--- config.mk ---
export PLATFORM = sky130hd
export DESIGN_NAME = mem_arbiter
export DESIGN_NICKNAME = d
export VERILOG_FILES = /design/src/rtl/rv32i_defs.sv /design/src/rtl/rr_arb2.sv /design/src/rtl/mem_arbiter.sv
export SDC_FILE = /design/constraint.sdc
export NUM_CORES = 1
export LEC_CHECK = 0
export CORE_ASPECT_RATIO = 0.7
export CORE_MARGIN = 2
export CORE_UTILIZATION = 27
export CTS_BUF_LIST = sky130_fd_sc_hd__clkbuf_8
export CTS_CLUSTER_DIAMETER = 200
export DETAILED_ROUTE_END_ITERATION = 8
export GPL_TIMING_DRIVEN = 0
export PLACE_DENSITY = 0.81
export SLEW_MARGIN = 15
export SYNTH_ARGS = -nofsm -noshare
export SYNTH_HDL_FRONTEND = slang
export SYNTH_HIERARCHICAL = 1
export SYNTH_SLANG_ARGS = --single-unit
--- constraint.sdc ---
create_clock -name clk -period 2 [get_ports clk]
set_input_delay 0.2 -clock clk [delete_from_list [all_inputs] [get_ports clk]]
set_output_delay 0.2 -clock clk [all_outputs]
set_load 0.02 [all_outputs]
--- src/rtl/rv32i_defs.sv ---
// Shared definitions for the RV32I memory subsystem: widths, request bundle
// and arbitration policy encoding.
package rv32i_defs;

  localparam int ADDR_WIDTH = 10;
  localparam int WORD_WIDTH = 32;

  typedef struct packed {
    logic                  req;
    logic                  we;
    logic [ADDR_WIDTH-1:0] addr;
    logic [WORD_WIDTH-1:0] wdata;
  } mem_req_t;

  typedef enum logic {
    ARB_RR        = 1'b0,
    ARB_DATA_PRIO = 1'b1
  } arb_mode_e;

endpackage

--- src/rtl/rr_arb2.sv ---
// Two-way grant between the data port and the fetch port, either round-robin
// on conflict or with fixed data-port priority.
module rr_arb2
  import rv32i_defs::*;
#(
  parameter arb_mode_e MODE = ARB_RR
) (
  input  logic clk,
  input  logic rst_n,
  input  logic req_dm,
  input  logic req_if,
  output logic gnt_dm,
  output logic gnt_if
);

  // 0 favours the data port on the next conflict, 1 favours fetch.
  logic ptr;

  always_comb begin
    gnt_dm = 1'b0;
    gnt_if = 1'b0;
    if (req_dm && req_if) begin
      if ((MODE == ARB_DATA_PRIO) || !ptr) gnt_dm = 1'b1;
      else                                 gnt_if = 1'b1;
    end else begin
      gnt_dm = req_dm;
      gnt_if = req_if;
    end
  end

  always_ff @(posedge clk or negedge rst_n) begin
    if (!rst_n)                ptr <= 1'b0;
    else if (req_dm && req_if) ptr <= gnt_dm;
  end

endmodule

--- src/rtl/mem_arbiter.sv ---
// Shares one single-port synchronous memory between instruction fetch and the
// data port; read data returns one cycle after grant with an owner tag.
module mem_arbiter
  import rv32i_defs::*;
#(
  parameter int ADDR_WIDTH = rv32i_defs::ADDR_WIDTH,
  parameter int WORD_WIDTH = rv32i_defs::WORD_WIDTH,
  parameter int ARB_MODE   = 0,
  parameter int CNT_WIDTH  = 16
) (
  input  logic                  clk,
  input  logic                  rst_n,
  input  logic                  if_req,
  input  logic [ADDR_WIDTH-1:0] if_addr,
  output logic                  if_gnt,
  output logic                  if_rvalid,
  output logic [WORD_WIDTH-1:0] if_rdata,
  input  logic                  dm_req,
  input  logic                  dm_we,
  input  logic [ADDR_WIDTH-1:0] dm_addr,
  input  logic [WORD_WIDTH-1:0] dm_wdata,
  output logic                  dm_gnt,
  output logic                  dm_rvalid,
  output logic [WORD_WIDTH-1:0] dm_rdata,
  output logic                  mem_read,
  output logic                  mem_write,
  output logic [ADDR_WIDTH-1:0] mem_addr,
  output logic [WORD_WIDTH-1:0] mem_wdata,
  input  logic [WORD_WIDTH-1:0] mem_rdata,
  output logic [CNT_WIDTH-1:0]  stall_cnt
);

  localparam arb_mode_e MODE = (ARB_MODE == 1) ? ARB_DATA_PRIO : ARB_RR;

  logic own_if;
  logic own_dm;
  logic stall;

  rr_arb2 #(.MODE(MODE)) u_arb (
    .clk    (clk),
    .rst_n  (rst_n),
    .req_dm (dm_req),
    .req_if (if_req),
    .gnt_dm (dm_gnt),
    .gnt_if (if_gnt)
  );

  // Handshake: a request is taken on the edge where req and gnt are both high;
  // the requester holds req/addr/we/wdata stable until then.
  always_comb begin
    mem_read  = if_gnt | (dm_gnt & ~dm_we);
    mem_write = dm_gnt & dm_we;
    mem_addr  = if_gnt ? if_addr : dm_addr;
    mem_wdata = dm_wdata;
  end

  assign stall = (if_req & ~if_gnt) | (dm_req & ~dm_gnt);

  always_ff @(posedge clk or negedge rst_n) begin
    if (!rst_n) begin
      own_if    <= 1'b0;
      own_dm    <= 1'b0;
      stall_cnt <= '0;
    end else begin
      own_if <= if_gnt;
      own_dm <= dm_gnt & ~dm_we;
      if (stall && !(&stall_cnt))
        stall_cnt <= stall_cnt + {{(CNT_WIDTH-1){1'b0}}, 1'b1};
    end
  end

  assign if_rvalid = own_if;
  assign dm_rvalid = own_dm;
  assign if_rdata  = mem_rdata;
  assign dm_rdata  = mem_rdata;

endmodule

Word level (Yosys, flattened, before mapping) --
Index checks and enable logic that the tools add are counted.
Storage, ports and cells: flip-flop bits (word level) 19, input bits 89, output and inout port bits 128, word-level logic and storage cells 23
Operators by class: add/subtract/negate cells 1, muxes and demuxes 5, bitwise operators 9, reduce and logical (&&, ||, !) cells 4
Operators by type and width (number):
- adder 16 x 1 -> 16 bit (second input constant) | 1
- AND reduction 16 bit | 1
- two-way mux 10 bit | 1
- bitwise AND 1 bit | 4
- two-way mux 1 bit | 4
- NOT 1 bit | 3
- logical AND 1 bit | 2
- OR 1 bit | 2
- zero test 1 bit | 1

Depth between registers and ports, before layout --
Gate-level depths: netlist of the first run.
word-level depth 6, mapped depth 7, mapped depth without buffers 6

Cells and area by module --
The synthesis of the first run kept the hierarchy.
By module, submodules not included:
- mem_arbiter | instances 1, cells each 187, area each 1739.2 um^2, seq. area each 450.4 um^2
- rr_arb2 | instances 1, cells each 6, area each 56.3 um^2, seq. area each 25.0 um^2

Worst setup path after synthesis of the first run --
Ideal clock, no wire load.
path kind register to register, start point reg u_arb.ptr, end point reg stall_cnt[9], setup time 0.138 ns, arrival time 1.953 ns, data required time 1.862 ns, path slack -0.091 ns, stages on the path, launching flop included 7, path buffers 1, clock period less this slack 2.091 ns, cells stage by stage dfrtp_1 -> a21boi_0 -> nor2b_1 -> nor2_1 -> clkbuf_1 -> nor4_1 -> xor2_1
On the way: longest elaborated chain between the ends 6, elaborated cells between the ends (all ways) 10, those cells by class mux (4); bitwise (5); reduce/logical (1)
Ends and longest elaborated chain:
- start, declared | line rr_arb2.sv:17 | logic ptr;
- start signal, assigned | line rr_arb2.sv:33 | else if (req_dm && req_if) ptr <= gnt_dm;
- two-way mux 1 bit | line rr_arb2.sv:23 | if ((MODE == ARB_DATA_PRIO) || !ptr) gnt_dm = 1'b1;
- two-way mux 1 bit | line rr_arb2.sv:22 | if (req_dm && req_if) begin
- named net dm_gnt | line mem_arbiter.sv:22 | output logic dm_gnt,
- NOT 1 bit | line mem_arbiter.sv:57 | assign stall = (if_req & ~if_gnt) | (dm_req & ~dm_gnt);
- bitwise AND 1 bit | line mem_arbiter.sv:57
- OR 1 bit | line mem_arbiter.sv:57
- logical AND 1 bit | line mem_arbiter.sv:67 | if (stall && !(&stall_cnt))
- end signal, assigned | line mem_arbiter.sv:68 | stall_cnt <= stall_cnt + {{(CNT_WIDTH-1){1'b0}}, 1'b1};
- end, declared | line mem_arbiter.sv:30 | output logic [CNT_WIDTH-1:0] stall_cnt
The timed path passes the listed nets, and every way through them passes these cells. A chain may end at the register's enable or synchronous reset.

Worst setup path in the final report of the first run --
start point reg u_arb.ptr, end point out mem_addr[9]
On the way: longest elaborated chain between the ends 3
Ends and longest elaborated chain:
- two-way mux 1 bit | line rr_arb2.sv:23
- two-way mux 1 bit | line rr_arb2.sv:22
- two-way mux 10 bit | line mem_arbiter.sv:53 | mem_addr = if_gnt ? if_addr : dm_addr;
- end, declared | line mem_arbiter.sv:27 | output logic [ADDR_WIDTH-1:0] mem_addr,
Every way passes these cells.

==> metrics.md, run 1 <==
| Metric | Value |
|---|---|
| Outcome | `finished, final reports clean` |
| MaxCap Viol Count | `0` |
| Most frequent cell after synthesis | `buf_4` |
| Initial Utilization | `0.283` |
| Final Hold Vio Count | `0` |
| H-tree depth | `1` |
| Via Count | `1770` |
| Synthesized netlist cell count | `193` |
| Top area cells in the synthesized netlist | `buf_4 (40%), dfrtp_1 (26%), xor2_1 (7.3%), mux2_2 (6.3%), nor3_1 (2.0%)` |
| Worst path required time | `around 1800 ps` |
| I/O pins | `217` |
| Worst-path fanout max | `4` |
| Clk buf depth | `2` |
| P per Cell Area | `roughly 650 nW/um^2` |
| Critical path, cell by cell | `inv_1 -> a21boi_4 -> buf_4 -> mux2_2 -> clkdlybuf4s15_1` |
| Non-filler cells, final | `444` |
| Final min period | `between 1500 and 2000 ps` |
| Antenna Nets Post-Route | `0` |
| CP endpoint kind | `output pin` |
| Max Transition Viols Final | `0` |
| Routed WL | `roughly 6600 um` |
| Seq/Total Area, Yosys | `0.265` |
| M3 GR Usage | `0.0318` |
| Final setup violation count | `0` |
| WP data arrival | `approximately 1700 ps` |
| Initial DRC count | `26` |
| Worst IR Drop VDD | `roughly 0.29 mV` |
| GR Util met1 | `0.198` |
| Pre-Repair DR Iteration Count | `4` |
| First-pass GRT wire length | `around 9300 um` |
| RD Place Congestion | `about 0.8` |
| Netlist cell types | `31` |
| Asr flop ratio synth | `1.00` |
| # rows | `24` |
| Layout cells sized above 1 | `0.397` |
| Leak pwr | `0.00165 uW` |
| Met2 GRT Util | `0.294` |
| Die span in y | `72.2 um` |
| Core ar. | `around 6300 um^2` |
| Largest net degree at the start of global routing | `20` |
| Setup TNS | `0 ps` |
| Clock Pin Slew Worst Setup and Hold Paths | `~70 ps` |
| CTS tree | `built` |
| Initial antenna violation count | `0` |
| Post-synth EDFFs | `0` |
| DR WL/cell | `between 10 and 15 um` |
| Vias in the first global route | `around 1800` |
| Synth top cells by count | `buf_4 (96), dfrtp_1 (19), xor2_1 (15), mux2_2 (10)` |
| RR Startpoint | `u_arb/ptr` |
| Multi-input gate area | `around 630 um^2` |
| Reg2Reg Depth | `8` |
| CP Launch Type | `register` |
| Ant diodes | `0` |
| Routed vias/inst | `between 3 and 4` |
| Fmax | `around 530 MHz` |
| # DRC | `0` |
| Fill count | `slightly below 600` |
| Worst Tran Pin Value | `just under 900 ps` |
| Syn avg cell area | `9.30 um^2` |
| Sequential Area | `between 400 and 500 um^2` |
| Synth area leader | `buf_4` |
| Busiest grt layer | `met2` |
| Slowest cell on crit path | `dfrtp_1` |
| Total power | `roughly 2300 uW` |
| Post-synth top area share | `0.401` |
| Setup WS post-layout | `about 100 ps` |
| Worst Path Class, Setup | `register to output pin` |
| Synthesized Nets | `between 200 and 300` |
| Clock Skews | `around 4.1 ps` |
| Die W | `101 um` |
| Placed cells | `436` |
| Overflow after GRT | `0` |
| Total GRT Usage | `0.161` |
| Synth Cell Area | `1800 um^2` |
| Post-DP HPWL | `between 5000 and 6000 um` |
| Clk Latency, worst-skew pair | `260 ps` |
| Critical Path End | `mem_addr[9]` |
| Clock tree sinks | `19` |
| Yosys warning count | `6` |
| R2R Setup Slk | `roughly 160 ps` |
| CP Launch Point | `u_arb/ptr` |
| Final period utilization | `0.949` |
| Slew Limit Headroom | `0.417` |
| RSZ-0062 raised after global routing | `true` |
| Die area | `7330 um^2` |
| Max incr delay on CP | `380 ps` |
| Synth-to-Final Area Change | `99.7%` |
| Worst Hold Class | `input pin to register` |
| Port bufs | `152` |
| CTS Buf Count | `3` |
| Pre-CTS setup slack | `-762 ps` |
| CTS Hold Bufs | `0` |
| CTS root buffer | `clkbuf_8` |
| Reg-to-Reg End | `stall_cnt[5]` |
| #FFs+latches synth | `19` |
| Ys flop type | `dfrtp_1` |
| Fin nets | `between 400 and 500` |
-- cell type report --
class,instances,area share
clock inverters,1,0.00140
flip-flops and latches,19,0.133
plain buffers,98,0.207
well taps,91,0.0318
inverters,1,0.00105
clock buffers,3,0.0115
multi-input cells,75,0.176
repair buffers,156,0.439
-- cell usage in the layout (no fill, tap or decap), types with 3 or more instances in the layout --
master	instances
dlymetal6s2s_1	3
nor2b_1	3
buf_4	99
nand3_1	3
nand2_1	7
mux2_2	10
clkdlybuf4s50_1	138
nor4_2	4
xor2_1	15
clkdlybuf4s15_2	7
dfrtp_1	19
buf_2	3
clkbuf_8	3
nor3_1	6
nor2_1	3
-- state kept, by name, indices dropped and copies added (netlist names) --
signal,count
if_rvalid,1
dm_rvalid,1
stall_cnt,16
u_arb/ptr,1
-- metrics by stage --
step	hold WS (ps)	util	instance area, um^2
floorplan	-95.6	-	1800
global placement	483	0.541	3430
detailed placement	497	0.541	3430
CTS	458	0.554	3510
global route	321	0.566	3590
finish	304	0.566	3590
-- worst max-delay path: cells and delay by family, from the launching register on --
kind / cells / cell delay (ps)
buf+inv: 3 / 530
flops: 1 / 380
mux: 1 / 320
compound gates: 1 / 210
-- where the power goes --
part	total [uW]	internal, uW	switching (uW)
Sequential	664	499	165
Clock	271	139	132
Combinational	1410	755	651
-- kinds of logic after synthesis --
| group | Yosys count | synth area share |
|---|---|---|
| xor+xnor | 16 | 0.0781 |
| fa+ha+maj | 1 | 0.00697 |
| compound gates | 3 | 0.0132 |
| flops | 19 | 0.265 |
| mux | 11 | 0.0711 |
| simple gates | 44 | 0.158 |
| buf+inv | 99 | 0.408 |
-- how the worst min path moves through the flow --
| stage | startpoint | endpoint | slack, ps | depth (start not counted) |
|---|---|---|---|---|
| CTS | rst_n | stall_cnt[6] | 460 | 1 |
| detailed placement | u_arb/ptr | u_arb/ptr | 500 | 1 |
| floorplan | rst_n | dm_rvalid | -100 | 0 |
| global route | if_req | u_arb/ptr | 320 | 3 |
| finish | if_req | u_arb/ptr | 300 | 3 |
| global placement | u_arb/ptr | u_arb/ptr | 480 | 1 |
-- per-layer routing --
metal,up-vias,part of all wire,wire length (um)
li1,859,-,-
met1,844,0.39,2590
met2,63,0.56,3680
met3,4,0.037,241
met4,0,0.0064,42
met5,-,0,0
-- what timing repair did --
item,CTS,global route
resized for setup,38,11
setup buffers,1,2
gates cloned,0,1
hold endpoints to repair,0,0
setup endpoints to repair,22,15
pin swaps,0,2
Power figures use the tool's default switching activity.
==> run 2: changes to the inputs <==
- GPL_ROUTABILITY_DRIVEN: not set -> 0
==> results of run 2 <==
Same layout as run 1: the final DEF is identical, and so are final timing and power.
==> run 3: changes to the inputs <==
- CAP_MARGIN: not set -> 20
- CORE_UTILIZATION: 27 -> 25
- PLACE_DENSITY: 0.81 -> 0.79
- clock period: 2 -> 1.67 ns (I/O delays scaled with it)
==> metrics.md, run 3 (same netlist as run 1, synthesis figures left out) <==
| Metric | Value |
|---|---|
| Outcome | `complete, but fails checks` |
| Failing checks | `setup timing` |
| Final period utilization | `1.04` |
| Worst Path Class, Setup | `register to output pin` |
| MaxCap Viol Count | `0` |
| Clock tree sinks | `19` |
| WP data arrival | `1570 ps` |
| Core ar. | `between 6000 and 7000 um^2` |
| CTS Buf Count | `3` |
| Setup WS post-layout | `-66.0 ps` |
| Ant diodes | `0` |
| Leak pwr | `0.00170 uW` |
| # rows | `25` |
| Synth-to-Final Area Change | `107%` |
| Antenna Nets Post-Route | `0` |
| Most frequent cells in the layout | `clkdlybuf4s50_1 (136), buf_4 (102), xor2_1 (15)` |
| GR Util met1 | `0.192` |
| Largest register FFs | `16` |
| Vias in the first global route | `1688` |
| CP Launch Point | `u_arb/ptr` |
| Final min period | `approximately 1700 ps` |
| Initial DRC count | `33` |
| CP endpoint kind | `output pin` |
| Pre-CTS setup slack | `-763 ps` |
| Final core utilization | `0.544` |
| CTS tree | `built` |
| Worst-path fanout max | `5` |
| Multi-input gate area | `751 um^2` |
| Internal power | `1750 uW` |
| Slew Limit Headroom | `0.403` |
| # DRC | `0` |
| Routed vias/inst | `between 3 and 4` |
| Total GRT Usage | `0.138` |
| Final Hold Vio Count | `0` |
| Worst path required time | `approximately 1500 ps` |
| Post-DP HPWL | `around 5200 um` |
| Hold Startpoint | `dm_req` |
| M3 GR Usage | `0.0216` |
| RSZ-0062 raised after global routing | `true` |
| Via Count | `about 1800` |
| Pre-Repair DR Iteration Count | `4` |
| Overflow after GRT | `0` |
| Worst IR Drop VDD | `between 0.4 and 0.5 mV` |
| Worst Tran Pin Value | `893 ps` |
| Max Transition Viols Final | `0` |
| Final setup violation count | `7` |
| Total power | `just under 3000 uW` |
| Combinational Power Share | `0.612` |
| Most flops, register | `stall_cnt` |
| Clock group share of total power | `0.108` |
| Die W | `105 um` |
| RR Startpoint | `stall_cnt[14]` |
| CP Launch Type | `register` |
| H-tree depth | `1` |
| DR WL/cell | `between 10 and 15 um` |
| Psw | `around 1200 uW` |
| Sequential share of power | `0.279` |
| Routed WL | `roughly 6300 um` |
| Initial Utilization | `0.262` |
| Fmax | `just under 600 MHz` |
| CTS Hold Bufs | `0` |
| Setup TNS | `-263 ps` |
| Sequential Area | `484 um^2` |
| Fill count | `between 600 and 700` |
| Clk Latency, worst-skew pair | `around 250 ps` |
| Die area | `between 7000 and 8000 um^2` |
| Port bufs | `about 150` |
| Clock Skews | `1.68 ps` |
| Most common cell after layout, fill and taps aside | `clkdlybuf4s50_1` |
| Largest net degree at the start of global routing | `20` |
| Fin nets | `448` |
| Met2 GRT Util | `0.230` |
| I/O pins | `~220` |
| Layout cells sized above 1 | `0.457` |
| Busiest grt layer | `met2` |
| First-pass GRT wire length | `8630 um` |
| Initial antenna violation count | `0` |
| Die span in y | `approximately 75 um` |
| P per Cell Area | `789 nW/um^2` |
| Worst Hold Class | `input pin to register` |
| Clk buf depth | `2` |
| Clock Pin Slew Worst Setup and Hold Paths | `~70 ps` |
| Sw frac | `0.405` |
| CTS root buffer | `clkbuf_8` |
==> run 3: final timing paths <==
path / slack (ps) / endpoint / depth (start not counted)
max in group asynchronous: 650 / stall_cnt[13] / 1
worst min-delay path: 400 / u_arb/ptr / 3
worst max-delay path: -70 / mem_addr[8] / 6
min in group asynchronous: 420 / stall_cnt[6] / 1
worst max register to register: 70 / stall_cnt[3] / 5
worst min register to register: 530 / stall_cnt[15] / 1
==> run 3: worst max-delay path, cell delays in order (launching register included) <==
cell	delay (ps)
dfrtp_1	360
inv_2	50
a21boi_4	190
clkbuf_8	180
buf_4	100
mux2_4	290
buf_6	130
==> run 3: cell type report <==
class                      instances  area share
clock inverter                     1     0.00101
sequential                        19       0.130
timing repair buffer             160       0.423
inverter                           1     0.00101
tap                               94      0.0316
clock buffer                       3      0.0111
multi-input combinational         75       0.202
buffer                            98       0.200
==> run 3: metal layers <==
metal | share of wire | vias up
li1 | - | 866
met1 | 0.43 | 856
met2 | 0.53 | 52
met3 | 0.033 | 4
met4 | 0.0097 | 0
met5 | 0 | -
==> run 3: timing repair <==
action                     in CTS  in global routing
setup buffers                   7                  0
setup endpoints to repair      29                 24
gates cloned                    1                  0
gates resized for setup        87                 23
pin swaps                       3                  2
==> run 3: power by group through the flow <==
| stage | combinational, uW | clock, uW | sequential, uW |
|---|---|---|---|
| final | 1800 | 318 | 821 |
| after global routing | 1900 | 351 | 851 |
| after CTS | 1750 | 331 | 794 |
| after detailed placement | 1620 | 0 | 803 |
| after global placement | 1590 | 0 | 797 |
| after floorplan | 727 | 0 | 919 |
==> run 3: stage by stage <==
stage	hold slack [ps]	instances	cell area [um^2]
after global placement	479	439	3450
after floorplan	-129	193	1810
final	398	451	3720
after CTS	393	451	3640
after detailed placement	485	439	3450
after global routing	436	451	3720
